[src/rtl/z_scan_sched_if.sv]
// Bundle of requester, engine and forwarded-stream signals for z_scan_sched.
// The scheduler takes the slave side; requesters/engine drive the master side.
interface z_scan_sched_if #(
  parameter int NREQ = 4,
  parameter int IDW  = $clog2(NREQ)
);
  logic [NREQ-1:0] req;
  logic [NREQ-1:0] gnt;
  logic [NREQ-1:0] done;
  logic            err;
  logic            busy;
  logic            sob;
  logic [5:0]      zid;
  logic            zid_vld;
  logic [5:0]      out_zid;
  logic            out_vld;
  logic [IDW-1:0]  out_id;

  modport master (
    output req, zid, zid_vld,
    input  gnt, done, err, busy, sob, out_zid, out_vld, out_id
  );

  modport slave (
    input  req, zid, zid_vld,
    output gnt, done, err, busy, sob, out_zid, out_vld, out_id
  );
endinterface

[src/rtl/z_scan_sched.sv]
// Round-robin owner of a shared z_scan engine: grants, starts, forwards 64
// tagged indices, signals done per requester and aborts stalled scans.
module z_scan_sched #(
  parameter int NREQ = 4,
  parameter int TMO  = 16,
  parameter int IDW  = $clog2(NREQ)
) (
  input logic           clk,
  input logic           rst,
  z_scan_sched_if.slave bus
);

  localparam int TW = $clog2(TMO);

  typedef enum logic [1:0] {IDLE, START, SCAN, DONE} state_t;

  state_t         state;
  logic [IDW-1:0] ptr;
  logic [IDW-1:0] owner;
  logic [5:0]     cnt;
  logic [TW-1:0]  tmr;

  logic           pick_vld;
  logic [IDW-1:0] pick_id;
  logic [IDW-1:0] nxt_ptr;
  logic [IDW-1:0] idx;

  // Walk downward so the candidate closest to ptr is the last one written.
  always_comb begin
    pick_vld = 1'b0;
    pick_id  = '0;
    idx      = '0;
    for (int i = NREQ - 1; i >= 0; i--) begin
      idx = IDW'((int'(ptr) + i) % NREQ);
      if (bus.req[idx]) begin
        pick_vld = 1'b1;
        pick_id  = idx;
      end
    end
    nxt_ptr = (pick_id == IDW'(NREQ - 1)) ? '0 : pick_id + IDW'(1);
  end

  always_ff @(posedge clk or posedge rst) begin
    if (rst) begin
      state       <= IDLE;
      ptr         <= '0;
      owner       <= '0;
      cnt         <= '0;
      tmr         <= '0;
      bus.gnt     <= '0;
      bus.done    <= '0;
      bus.err     <= 1'b0;
      bus.busy    <= 1'b0;
      bus.sob     <= 1'b0;
      bus.out_zid <= '0;
      bus.out_vld <= 1'b0;
      bus.out_id  <= '0;
    end else begin
      bus.sob     <= 1'b0;
      bus.done    <= '0;
      bus.err     <= 1'b0;
      bus.out_vld <= 1'b0;
      case (state)
        IDLE: begin
          if (pick_vld) begin
            bus.gnt  <= NREQ'(1) << pick_id;
            owner    <= pick_id;
            ptr      <= nxt_ptr;
            bus.busy <= 1'b1;
            bus.sob  <= 1'b1;
            state    <= START;
          end
        end
        START: begin
          cnt   <= '0;
          tmr   <= '0;
          state <= SCAN;
        end
        SCAN: begin
          if (bus.zid_vld) begin
            bus.out_vld <= 1'b1;
            bus.out_zid <= bus.zid;
            bus.out_id  <= owner;
            cnt         <= cnt + 6'd1;
            tmr         <= '0;
            if (cnt == 6'd63) begin
              bus.done <= NREQ'(1) << owner;
              state    <= DONE;
            end
          end else if (tmr == TW'(TMO - 1)) begin
            // Stalled engine: release the grant without a done.
            bus.err  <= 1'b1;
            bus.gnt  <= '0;
            bus.busy <= 1'b0;
            state    <= IDLE;
          end else begin
            tmr <= tmr + TW'(1);
          end
        end
        DONE: begin
          bus.gnt  <= '0;
          bus.busy <= 1'b0;
          state    <= IDLE;
        end
        default: state <= IDLE;
      endcase
    end
  end

endmodule

[src/flat_wrapper.sv]
// flat-port wrapper written by rule: the top's interface ports become plain ports
module z_scan_sched_flat 
#(
  parameter int NREQ = 4,
  parameter int TMO  = 16,
  parameter int IDW  = $clog2(NREQ)
)
  (clk, rst, bus_req, bus_zid, bus_zid_vld, bus_gnt, bus_done, bus_err, bus_busy, bus_sob, bus_out_zid, bus_out_vld, bus_out_id);
  z_scan_sched_if #(.NREQ(NREQ), .IDW(IDW)) bus_i ();
  input logic clk;
  input logic rst;
  input wire logic [$bits(bus_i.req)-1:0] bus_req;
  input wire logic [$bits(bus_i.zid)-1:0] bus_zid;
  input wire logic [$bits(bus_i.zid_vld)-1:0] bus_zid_vld;
  output wire logic [$bits(bus_i.gnt)-1:0] bus_gnt;
  output wire logic [$bits(bus_i.done)-1:0] bus_done;
  output wire logic [$bits(bus_i.err)-1:0] bus_err;
  output wire logic [$bits(bus_i.busy)-1:0] bus_busy;
  output wire logic [$bits(bus_i.sob)-1:0] bus_sob;
  output wire logic [$bits(bus_i.out_zid)-1:0] bus_out_zid;
  output wire logic [$bits(bus_i.out_vld)-1:0] bus_out_vld;
  output wire logic [$bits(bus_i.out_id)-1:0] bus_out_id;
  assign bus_i.req = bus_req;
  assign bus_i.zid = bus_zid;
  assign bus_i.zid_vld = bus_zid_vld;
  assign bus_gnt = bus_i.gnt;
  assign bus_done = bus_i.done;
  assign bus_err = bus_i.err;
  assign bus_busy = bus_i.busy;
  assign bus_sob = bus_i.sob;
  assign bus_out_zid = bus_i.out_zid;
  assign bus_out_vld = bus_i.out_vld;
  assign bus_out_id = bus_i.out_id;
  z_scan_sched #(.NREQ(NREQ), .TMO(TMO), .IDW(IDW)) u_core (.clk(clk), .rst(rst), .bus(bus_i));
endmodule
[config.mk]
export PLATFORM = sky130hd
export DESIGN_NAME = z_scan_sched_flat
export DESIGN_NICKNAME = d
export VERILOG_FILES = /design/src/rtl/z_scan_sched_if.sv /design/src/rtl/z_scan_sched.sv /design/src/flat_wrapper.sv
export SDC_FILE = /design/constraint.sdc
export NUM_CORES = 1
export LEC_CHECK = 0
export CAP_MARGIN = 10
export CORE_MARGIN = 1
export CORE_UTILIZATION = 46
export DETAILED_ROUTE_END_ITERATION = 16
export GPL_TIMING_DRIVEN = 1
export PLACE_DENSITY = 0.74
export SETUP_SLACK_MARGIN = 0.05
export SLEW_MARGIN = 0
export SYNTH_ARGS = -nofsm -noshare
export SYNTH_HDL_FRONTEND = slang
export SYNTH_SLANG_ARGS = --single-unit
export TNS_END_PERCENT = 5
[constraint.sdc]
create_clock -name clk -period 1.57 [get_ports clk]
set_input_delay 0.314 -clock clk [delete_from_list [all_inputs] [get_ports clk]]
set_output_delay 0.314 -clock clk [all_outputs]
set_load 0.03 [all_outputs]
# Word level (Yosys, flattened, before mapping)
# Index checks and enable logic that the tools add are counted.
[totals]
word_cells = 92
out_inout_bits = 20
inputBits = 13
reg_bits = 36
[op_classes]
shift = 2
n_reduce_logical = 9
magnitude_cmp = 4
n_mux = 45
add_sub_neg = 6
n_eq_ne = 13
[op_table]
columns = ["op", "count"]
rows = [
  ["$mux 4", 8],
  ["$mux 1", 18],
  ["$mux 2", 9],
  ["$lt 2x3->1 const B", 4],
  ["$pmux 4 s3", 1],
  ["$pmux 6 s2", 1],
  ["$bmux 1 s2", 4],
  ["$pmux 2 s4", 1],
  ["$pmux 4 s2", 1],
  ["$reduce_and 2->1", 4],
  ["$shl 1x2->4 const A", 2],
  ["$add 6x1->6 const B", 1],
  ["$eq 2x2->1 const B", 3],
  ["$eq 6x6->1 const B", 1],
  ["$mux 6", 1],
  ["$ne 3x2->1 const B", 2],
  ["$add 2x1->2 const B", 2],
  ["$add 2x2->2 const B", 2],
  ["$add 4x1->4 const B", 1],
  ["$eq 4x4->1 const B", 1],
  ["$ne 2x1->1 const B", 2],
  ["$ne 2x2->1 const B", 2],
  ["$reduce_and 4->1", 1],
  ["$ne 3x3->1 const B", 1],
  ["other kinds (6)", 6],
]

# Logic depth before layout (Yosys ltp)
[depth]
word_depth = 10
ltp_mapped = 8

# Worst setup path before layout
# No wires, ideal clock.
[synth_path]
kind = "reg-to-reg"
startpoint = "reg u_core.ptr[1]"
endpoint = "reg u_core.ptr[1]"
path_stages_with_launch = 6
setup_ps = 125
path_buffers = 0
t_arrival_ps = 1431
slack_ps = 14
cell_sequence = "dfrtp_1 nand2_1 a221oi_1 nor2_1 ha_1 mux2_4"
[synth_via]
elab_chain_len = 9
word_cells_on_any_way = 23
cone_classes = "add/sub (4); eq/ne (1); mux (17); reduce/logical (1)"
[synth_lines]
columns = ["item", "line_no", "rtl"]
rows = [
  ["start: declaration", "z_scan_sched.sv:18", "logic [IDW-1:0] ptr;"],
  ["start signal: assignment", "z_scan_sched.sv:68", "ptr <= nxt_ptr;"],
  ["$add 2x2->2", "z_scan_sched.sv:34", "idx = IDW'((int'(ptr) + i) % NREQ);"],
  ["$bmux 1 s2", "z_scan_sched.sv:35", "if (bus.req[idx]) begin"],
  ["$mux 1 (not written as such)", "z_scan_sched.sv:35", ""],
  ["$mux 2 (3 in a row)", "z_scan_sched.sv:35", ""],
  ["$mux 2 (*)", "z_scan_sched.sv:35", ""],
  ["via u_core.pick_id[1]", "z_scan_sched.sv:24", "logic [IDW-1:0] pick_id;"],
  ["$add 2x1->2 or $eq 2x2->1 (tied branches)", "z_scan_sched.sv:40", "nxt_ptr = (pick_id == IDW'(NREQ - 1)) ? '0 : pick_id + IDW'(1);"],
  ["$mux 2 (*)", "z_scan_sched.sv:40", ""],
  ["via u_core.nxt_ptr[1]", "z_scan_sched.sv:25", "logic [IDW-1:0] nxt_ptr;"],
]
# The timed path passes the listed nets; every way through them passes the cells marked *. The select of a mux whose other input is x is not followed.
# A chain may end at the register's enable or synchronous reset.

# Worst setup path in the final report
[layout_path]
startpoint = "reg u_core.ptr[1]"
endpoint = "reg u_core.bus.gnt[0]"
[layout_via]
elab_chain_len = 10
word_cells_on_any_way = 24
cone_classes = "add/sub (3); eq/ne (1); shift (1); mux (18); reduce/logical (1)"
[layout_lines]
columns = ["item", "line_no", "rtl"]
rows = [
  ["$add 2x2->2", "z_scan_sched.sv:34", ""],
  ["$bmux 1 s2", "z_scan_sched.sv:35", ""],
  ["$mux 1 (not written as such)", "z_scan_sched.sv:35", ""],
  ["$mux 2 (4 in a row)", "z_scan_sched.sv:35", ""],
  ["$shl 1x2->4", "z_scan_sched.sv:66", "bus.gnt <= NREQ'(1) << pick_id;"],
  ["$mux 4", "z_scan_sched.sv:65", "if (pick_vld) begin"],
  ["$pmux 4 s3", "z_scan_sched.sv:63", "case (state)"],
  ["end signal: assignment", "z_scan_sched.sv:66", ""],
  ["end: declaration", "z_scan_sched_if.sv:26", "output gnt, done, err, busy, sob, out_zid, out_vld, out_id"],
]
# Several ways; a longest one is shown, not always the timed one. The select of a mux whose other input is x is not followed.

==> flow_summary.ini <==
[floorplanning]
die-area_um2 = 4150
start_util = 0.486
coreArea_um2 = 3690
rows = 22
die_x_um = 64.5
num_io_pins = 33
die_h_um = 64.5

[sta]
worst_pin_slew_ns = 0.362
relSlewSlack = 0.754
fmax_ghz = 0.614
finalSetupViolCount = 6
hold_slack_ns = 0.372
skew_ns = 0.0116
fin_crit_sh = 1.04
rsz0062_at_grt = yes
hold_violations = 0
finalWorstSetupSlack_ns = -0.0591
slew_viol_final = 0
fin_crit_ns = 1.63
fin_tns_setup_ns = -0.183

[place]
portBuffers = 32
pre_cts_slack_ns = -0.520
dpl.hpwl_mm = 3.04
gp_congestion = 0.920
place_inst = 278

[drt]
drt-initial-drc-count = 56
drc = 0
via_per_inst = 5.28
wirelength_mm = 4.14
ant_nets = 0
vias = 1516
wl_per_cell_um = 14.4
drt_pre_antenna_iters = 4

[synthesis]
synth-edff-count = 0
ys_seq_elements = 36
ys_seq_area_frac = 0.502
synthTopCellsByArea = dfrtp_1 (50%), ha_1 (7.0%), nand2_1 (6.3%)
synth_fp_nets = 193
ys_warn_count = 0
synthCells = 170
ys_types = 43
synthFlopType = dfrtp_1
avgSynthCellArea_um2 = 10.6
synth_area_um2 = 1790
synth_top_area_cell = dfrtp_1
synth-async-reset-ratio = 1.00
synth.top_cell.area_share = 0.502

[status]
violations = setup timing
status = finished, violations left

[clock_tree]
path_clk_slew_ns = 0.08
clockBufferDepth = 2
cts_root_buffer = clkbuf_8
cts_buffers = 5
clock_sinks = 36
htreeDepth = 2
worst_skew_pair.late_latency_ns = 0.28
hold_buffers = 0
cts_tree = done

[global_route]
busiest_layer = met2
grt_pass1_vias = 1570
grt_pass1_wl_mm = 7.08
grtUsageMet1 = 0.263
gr-total-overflow = 0
antenna_found_initial = 0
grt_max_degree = 37
use_met3 = 0.0563
grtUsageTotal = 0.224
use_met2 = 0.403

[worst_setup_path]
cp-start-kind = register
r2r_start = u_core.ptr[1]
cp_data_arrival_time_ns = 1.80
worstSetupEndpointType = register
cp_data_required_time_ns = 1.74
crit_path_start = u_core.ptr[1]
cp_max_fo = 4
r2r_slack_ns = -0.06
critical_path_class = reg -> reg

[cells_and_area]
num_antenna_cells = 0
drive_gt1_frac = 0.255
area_growth_pct = 42.5
layout.area.seq_um2 = 901
fin_cells = 287
fin_nets = 261
fillers = 281
multi_input_area_um2 = 882

[min_path]
hold_class = in -> async

[pwr]
leakage_uw = 0.00128
power_density_nw_per_um2 = 1720
ir_drop_mv = 0.989

[flow_run]
cap_violations = 0
-- metal layers --
metal | vias up | share of wire
met5 | - | 0
met4 | 0 | 0.0048
met1 | 732 | 0.44
met2 | 42 | 0.51
li1 | 740 | -
met3 | 2 | 0.046
-- where the power goes --
part           switching (uW)  internal [uW]  total (uW)
clock                     327            471         799
sequential                191           1210        1400
combinational            1210            990        2200
-- synthesized netlist by cell type (3+ instances only) --
| cell | instances |
|---|---|
| dfrtp_1 | 36 |
| nand2_1 | 30 |
| inv_1 | 13 |
| ha_1 | 10 |
| a21oi_1 | 7 |
| nand3_1 | 7 |
| nor3_1 | 7 |
| o21ai_1 | 7 |
| a22o_1 | 5 |
| mux2i_1 | 4 |
| nand2b_1 | 4 |
| nor2_1 | 4 |
| nor2b_1 | 3 |
-- worst max-delay path: stages, from the launching register on --
cell	delay (ns)
dfrtp_1	0.43
mux2i_2	0.25
nor2_2	0.08
or3_4	0.38
ha_2	0.17
a22o_1	0.21
-- through the flow --
step | cell area (um2) | util | power [uW]
finish | 2560 | 0.693 | 4400
global route | 2560 | 0.693 | 4690
CTS | 2540 | 0.688 | 4400
detailed placement | 2410 | 0.652 | 3620
global placement | 2410 | 0.652 | 3510
floorplan | 1800 | - | 2710
-- registers in the layout, summed over array words and instances, names as in the netlist --
| name | cells |
|---|---|
| u_core.bus.out_vld | 1 |
| u_core.bus.out_id | 2 |
| u_core.ptr | 2 |
| u_core.bus.done | 4 |
| u_core.bus.busy | 1 |
| u_core.owner | 2 |
| u_core.bus.out_zid | 6 |
| u_core.tmr | 4 |
| u_core.bus.err | 1 |
| u_core.state | 2 |
| u_core.bus.gnt | 4 |
| u_core.bus.sob | 1 |
| u_core.cnt | 6 |
-- final timing paths --
check / to / cells past startpoint
setup reg to reg: u_core.bus.gnt[0] / 5
min in group clk: u_core.bus.out_zid[3] / 2
setup / recovery: u_core.bus.gnt[0] / 5
hold reg to reg: u_core.bus.out_zid[3] / 2
max in group asynchronous: u_core.bus.out_zid[1] / 3
hold / removal: u_core.ptr[0] / 3
-- cells by family after synthesis --
family,after synthesis,share of synthesized area
adder cells (fa/ha/maj),10,0.0697
AO/OA/AOI/OAI,38,0.172
buffers and inverters,17,0.0404
AND/OR/NAND/NOR,63,0.180
flip-flops,36,0.502
multiplexers,5,0.0307
XOR/XNOR,1,0.00488
-- layout make-up --
type / count / share of cell area
clock buffer: 6 / 0.0284
sequential: 36 / 0.352
timing repair buffer: 64 / 0.217
tap: 48 / 0.0235
inverter: 14 / 0.0205
multi-input combinational: 117 / 0.345
clock inverter: 2 / 0.0137
-- placed cells by master (no fill, tap or decap), types with 2 or more instances in the layout --
cell type	synthesis	layout
a22oi_1	2	2
a21oi_1	7	5
dfrtp_1	36	36
nand3_1	7	7
o21ai_1	7	7
clkbuf_8	0	5
buf_6	1	2
mux2i_2	0	2
nor3_1	7	6
dlygate4sd2_1	0	23
nand2b_1	4	4
mux2i_1	4	2
ha_2	0	6
nor2b_1	3	3
nand2_1	30	30
o22ai_1	2	2
o41ai_1	2	2
nor2_1	4	3
buf_4	0	29
inv_1	13	13
a22o_1	5	5
ha_1	10	4
a21oi_2	0	2
clkdlybuf4s50_1	0	8
-- timing repair --
action | CTS | global route
gates resized for setup | 34 | 7
pin swaps | 8 | 2
buffers inserted | 1 | 0
endpoints found under the setup margin | 38 | 26
Note: power is estimated with default switching activity, not from simulation.
==> edit 1, RTL diff (same settings) <==
Re-encode `state_t` (4 states) as one-hot, 4 bits wide.
--- a/src/rtl/z_scan_sched.sv
+++ b/src/rtl/z_scan_sched.sv
@@ -12,7 +12,7 @@
 
   localparam int TW = $clog2(TMO);
 
-  typedef enum logic [1:0] {IDLE, START, SCAN, DONE} state_t;
+  typedef enum logic [3:0] {IDLE = 4'b0001, START = 4'b0010, SCAN = 4'b0100, DONE = 4'b1000} state_t;
 
   state_t         state;
   logic [IDW-1:0] ptr;
Formal check against the unedited RTL: no difference found for any inputs over 10 cycles, from zero or initial values and one cycle with rst high; not proved beyond that.
==> edit 1 against the original RTL <==
The run still ends with setup timing left; synthesized cell count is 0.59% lower; total power up 12%; setup slack worse by 0.11 ns; wire length grew 26%; fmax shrank 6.5%; cell count is the same; via count increased by 14%; sequential cell count is 2 higher; core utilization up 6.7 points; area after synthesis rose by 5.3%; final area increased by 13%; die area grew 5.1%; highest routed layer unchanged.
==> edit 1: results (changes against the original RTL) <==
The clock-pin slew of the registers on the worst-case setup and hold paths is 0.08 ns (about the same), and the HPWL after detailed placement is 3160 µm (+4.0%). The global-route wire length before repair was 7810 µm (+10%). For the placer's final routability congestion estimate, the log shows 0.822 (-11%). The via count of the first global-routing pass was 1,684 (+7.3%); the clock skew after layout was 0.00687 ns (-0.00468 ns). The slowest cell on the critical path is dfrtp_1. The maximum level of the CTS H-tree is 2 (unchanged), and the count of unique library cells instantiated by Yosys is 48 (+12%). Sequential group share of total power: 0.307 (-0.011).

Critical path arrival: 1.92 ns (+0.12 ns). The number of buffer cells added on primary ports is 32 (unchanged), and the peak per-stage delay on the critical path is 0.43 ns (about the same). The parity-gate share of the synthesized area counting xor and xnor cells is 0.00464 (-0.000246), and the final worst slack is -0.173 ns (-0.114 ns). The flow ran to the end, but the final reports show violations. Most instantiated flip-flop cell in the synthesis netlist: dfrtp_1. The mux contribution to synthesized area came out at 0.0815 (+0.0508).

The share of synthesized registers carrying an async set or reset was 1.00 (unchanged); the areal power density over the cells was 1700 nW/µm² (-1.0%). The post-synthesis compound-gate area fraction came out at 0.148 (-0.0246). The largest voltage drop on the vdd net was 1.29 mV (+30%). The tools report the synthesized net count as 188 (-2.6%). The maximum number of buffers from clock root to sink was 2 (unchanged). The run gives 0.240 (+0.0162) as the overall track demand over capacity in global routing. The net count of the finished layout is 257 (-1.5%), and the count of mapped cells out of synthesis is 169 (-0.59%).

For the insertion delay to the later sink of the worst-skew pair, the log shows 0.30 ns (+0.02 ns). The final reports fail on setup timing. The reported leakage power is 1.33 nW (+3.7%).

The number of detailed-route iterations in the first pass was 4 (unchanged); the post-placement cell count was 276 (-0.72%). Ranked by total cell area, the synthesized netlist is headed by dfrtp_1 49%, mux2_2 6.6%, o21ai_0 4.2%. The run gives 287 (unchanged) as the count of placed standard cells in the final layout, fillers left out.

The tools report the yosys synthesis warning count as 0 (unchanged). The number of antenna cells inserted is 0 (unchanged), and the worst-margin pin slew is 0.683 ns (+0.321 ns). The average vias per placed instance was 6.01 (+14%); the TritonCTS buffer count was 5 (unchanged). Combinational-cell power consumption: 2.40 mW (+9%). The gate family responsible for the most delay along the worst path is simple AND/OR/NAND/NOR gates. The maximum fanout encountered on the critical timing path came out at 4 (unchanged).

For the part of the Yosys area used for sequential elements, the log shows 0.504 (+0.00188). The fraction of final layout cells sized beyond drive strength 1 came out at 0.406 (+0.151). For the initial antenna violation count, the log shows 0 (unchanged). The final-report setup violation count came out at 20 (+14). Pin count of the biggest net entering global routing: 39 (+5.4%). The largest registers in the layout are u_core.bus.out_zid (6), u_core.cnt (6). By count the netlist is led by 37 x dfrtp_1, 16 x o21ai_0, 11 x mux2_2. The number of DRC violations after detailed-routing iteration 0 is 89 (+59%), and the final routed wirelength across all metal layers is 5240 µm (+26%). The fraction of the mapped netlist area in adder cells works out to 0.0397 (-0.0300). The tree is rooted in a clkbuf_8. The internal power is 3.03 mW (+13%). The kind of path behind the tightest hold check was input port to asynchronous set/reset pin.
edit 1: cell count changes after synthesis, moves of 7 or more:
cell     before  now
mux2_2        0   11
o21ai_1       7    0
nand2_1      30    5
o21ai_0       0   16
edit 1: worst paths after layout:
path / startpoint / to / slack, ns / cells after the start
min: rst / u_core.tmr[2] / 0.37 / 3
max reg2reg: u_core.ptr[1] / u_core.bus.gnt[0] / -0.17 / 6
min in group clk: u_core.cnt[0] / u_core.cnt[0] / 0.51 / 1
min reg2reg: u_core.cnt[0] / u_core.cnt[0] / 0.51 / 1
max in group asynchronous: rst / u_core.state[0] / 0.95 / 3
max: u_core.ptr[1] / u_core.bus.gnt[0] / -0.17 / 6
edit 1: metal layers:
layer / GRT usage / vias up / wire (µm) / part of all wire
li1: - / 773 / - / -
met1: 0.309 / 867 / 2220 / 0.42
met2: 0.397 / 64 / 2600 / 0.50
met3: 0.0569 / 20 / 296 / 0.057
met4: 0.0798 / 0 / 121 / 0.023
met5: 0 / - / 0 / 0
edit 1: area by class of cell:
cell class | instances | area, µm²
Multi-Input combinational cell | 115 | 1110
Sequential cell | 38 | 952
Fill cell | 246 | 911
Timing Repair Buffer | 68 | 592
Clock buffer | 5 | 68.8
Clock inverter | 3 | 68.8
Tap cell | 48 | 60.1
Inverter | 10 | 37.5
edit 1: what timing repair did:
| action | in CTS | in global routing |
|---|---|---|
| gates resized for setup | 49 | 31 |
| pin swaps | 9 | 11 |
| setup endpoints to repair | 49 | 33 |
| buffers inserted | 1 | 2 |
edit 1: through the flow:
step / TNS, ns / setup WS (ns) / area (µm²)
after detailed placement: -9.64 / -0.610 / 2520
final: -1.80 / -0.173 / 2890
after global placement: -8.55 / -0.526 / 2520
after global routing: -3.06 / -0.230 / 2890
after floorplan: -1.91 / -0.122 / 1920
after CTS: -1.48 / -0.138 / 2740
==> edit 2, RTL diff (same flow settings) <==
Made on the original files. `NREQ` is set to 4 in 3 places; all go to 8.
--- a/src/rtl/z_scan_sched_if.sv
+++ b/src/rtl/z_scan_sched_if.sv
@@ -1,7 +1,7 @@
 // Bundle of requester, engine and forwarded-stream signals for z_scan_sched.
 // The scheduler takes the slave side; requesters/engine drive the master side.
 interface z_scan_sched_if #(
-  parameter int NREQ = 4,
+  parameter int NREQ = 8,
   parameter int IDW  = $clog2(NREQ)
 );
   logic [NREQ-1:0] req;
--- a/src/rtl/z_scan_sched.sv
+++ b/src/rtl/z_scan_sched.sv
@@ -1,7 +1,7 @@
 // Round-robin owner of a shared z_scan engine: grants, starts, forwards 64
 // tagged indices, signals done per requester and aborts stalled scans.
 module z_scan_sched #(
-  parameter int NREQ = 4,
+  parameter int NREQ = 8,
   parameter int TMO  = 16,
   parameter int IDW  = $clog2(NREQ)
 ) (
--- a/src/flat_wrapper.sv
+++ b/src/flat_wrapper.sv
@@ -1,7 +1,7 @@
 // flat-port wrapper written by rule: the top's interface ports become plain ports
 module z_scan_sched_flat 
 #(
-  parameter int NREQ = 4,
+  parameter int NREQ = 8,
   parameter int TMO  = 16,
   parameter int IDW  = $clog2(NREQ)
 )
Ports: changed (resized bus_done, bus_gnt, bus_out_id and bus_req); port bits go from 33 to 46. The function was not compared with the original's and may differ.
==> edit 2 against the original RTL <==
The flow still finishes with violations (setup timing); final area is 67% higher; count of clock-buffer cells in the layout fell by 1; area after synthesis increased by 57%; total power grew to 2.6 times the old value; sequential cell count is 11 higher; global-route usage up 1.6 points; clock skew decreased by 0.0043 ns; wire length is 74% higher; setup slack lost 1.2 ns; largest power group unchanged.
==> edit 2: results (changes against the original RTL) <==
The flow ran to the end, but the final reports show violations. The checks that failed: setup timing. The fraction of final layout cells sized beyond drive strength 1 came out at 0.353 (+0.0973). Ranked by total cell area, the synthesized netlist is headed by dfrtp_1 42%, mux4_2 8.8%, nand2_1 7.9%.

The number of antenna cells inserted is 0 (unchanged). The count of unique library cells instantiated by Yosys was 46 (+7.0%); the synthesized net count was 310 (+61%). The share of synthesized registers carrying an async set or reset was 1.00 (unchanged); the routed wirelength normalized by instance count was 15.2 µm (+5.1%). The average vias per placed instance was 5.51 (+4.3%). The logs give 0.240 (+0.0156) for the overall track demand over capacity in global routing and 0.865 (-6.0%) for the placer's final routability congestion estimate.

The post-CTS setup buffer count is 12 (+11). The critical path endpoint was u_core.bus.gnt[6]. The relative slew slack was 0.732 (-0.0222); the critical path arrival was 2.99 ns (+1.19 ns). The smallest hold slack was 0.354 ns (-0.0182 ns). The mean instance size in the synthesized netlist is 10.1 µm² (-4.6%), and the part of the Yosys area used for sequential elements is 0.417 (-0.0851). The via count of the first global-routing pass was 2,496 (+59%). The slowest cell on the critical path was mux4_2. The number of detailed-route iterations in the first pass was 7 (+3); the post-CTS resize count was 53 (+56%). The final worst slack came out at -1.23 ns (-1.17 ns). The tools report the worst slack after detailed placement as -1.37 ns (-0.847 ns).

For the insertion delay to the later sink of the worst-skew pair, the log shows 0.30 ns (+0.02 ns). First element of the critical path: u_core.ptr[0]. The tools report the net count of the finished layout as 429 (+64%). The tools report the post-placement cell count as 453 (+63%).

The global-route wire length before repair is 11,700 µm (+65%). The largest registers in the layout are u_core.bus.done (8), u_core.bus.gnt (8). The pin count of the biggest net entering global routing was 48 (+30%); the net switching power figure was 4.91 mW (+180%). The number of buffer cells added on primary ports works out to 45 (+41%). The clock skew after layout is 0.00728 ns (-0.00427 ns), and the final routed wirelength across all metal layers is 7200 µm (+74%). Final-report setup violation count: 18 (+12).

The number of DRC violations after detailed-routing iteration 0 is 117 (+110%). The peak per-stage delay on the critical path works out to 0.53 ns (+0.10 ns). The largest voltage drop on the vdd net is 2.09 mV (+110%).

The setup TNS after final layout is -18.98 ns (-18.80 ns). The run gives 423 (+51%) as the filler cell count in the final layout. The HPWL after detailed placement is 5170 µm (+70%).
[edit 2: cell types whose count changed after synthesis, moves of 4 or more]
cell | unedited run | this run
a21oi_1 | 7 | 11
and3_1 | 0 | 5
dfrtp_1 | 36 | 47
mux2_2 | 0 | 5
mux2i_1 | 4 | 12
mux4_2 | 0 | 11
nand2_1 | 30 | 59
nor2_1 | 4 | 15
nor3_1 | 7 | 3
o21ai_0 | 0 | 13
[edit 2: per-layer routing]
layer / wire length (µm) / share of wire / global-route usage
met1: 2900 / 0.40 / 0.292
met2: 3890 / 0.54 / 0.426
met3: 292 / 0.041 / 0.0364
met4: 127 / 0.018 / 0.0875
met5: 0 / 0 / 0
[edit 2: area by class of cell]
type,count,area [µm²],area share
clock buffer,5,68.8,0.0161
clock inverter,3,46.3,0.0108
inverter,15,68.8,0.0161
multi-input combinational,210,1760,0.412
sequential,47,1180,0.275
tap,75,93.8,0.0220
timing repair buffer,120,1050,0.247
[edit 2: power groups by stage]
| stage | clock network [mW] | logic [mW] | registers (mW) |
|---|---|---|---|
| 6_report | 0.902 | 8.56 | 1.82 |
| 5_1_grt | 0.974 | 9.16 | 1.86 |
| 4_1_cts | 0.917 | 7.88 | 1.81 |
| 3_5_place_dp | 0 | 7.01 | 1.83 |
| 3_3_place_gp | 0 | 6.78 | 1.81 |
| 2_1_floorplan | 0 | 4.18 | 2.14 |
[edit 2: logic make-up (layout without fill, tap and decap cells)]
family,count (synthesis),in the layout,synth area share
AO/OA/AOI/OAI,57,57,0.138
XOR/XNOR,6,6,0.0213
adder cells (fa/ha/maj),13,13,0.0577
buffers and inverters,23,143,0.0373
flip-flops,47,47,0.417
multiplexers,29,29,0.156
AND/OR/NAND/NOR,105,105,0.173
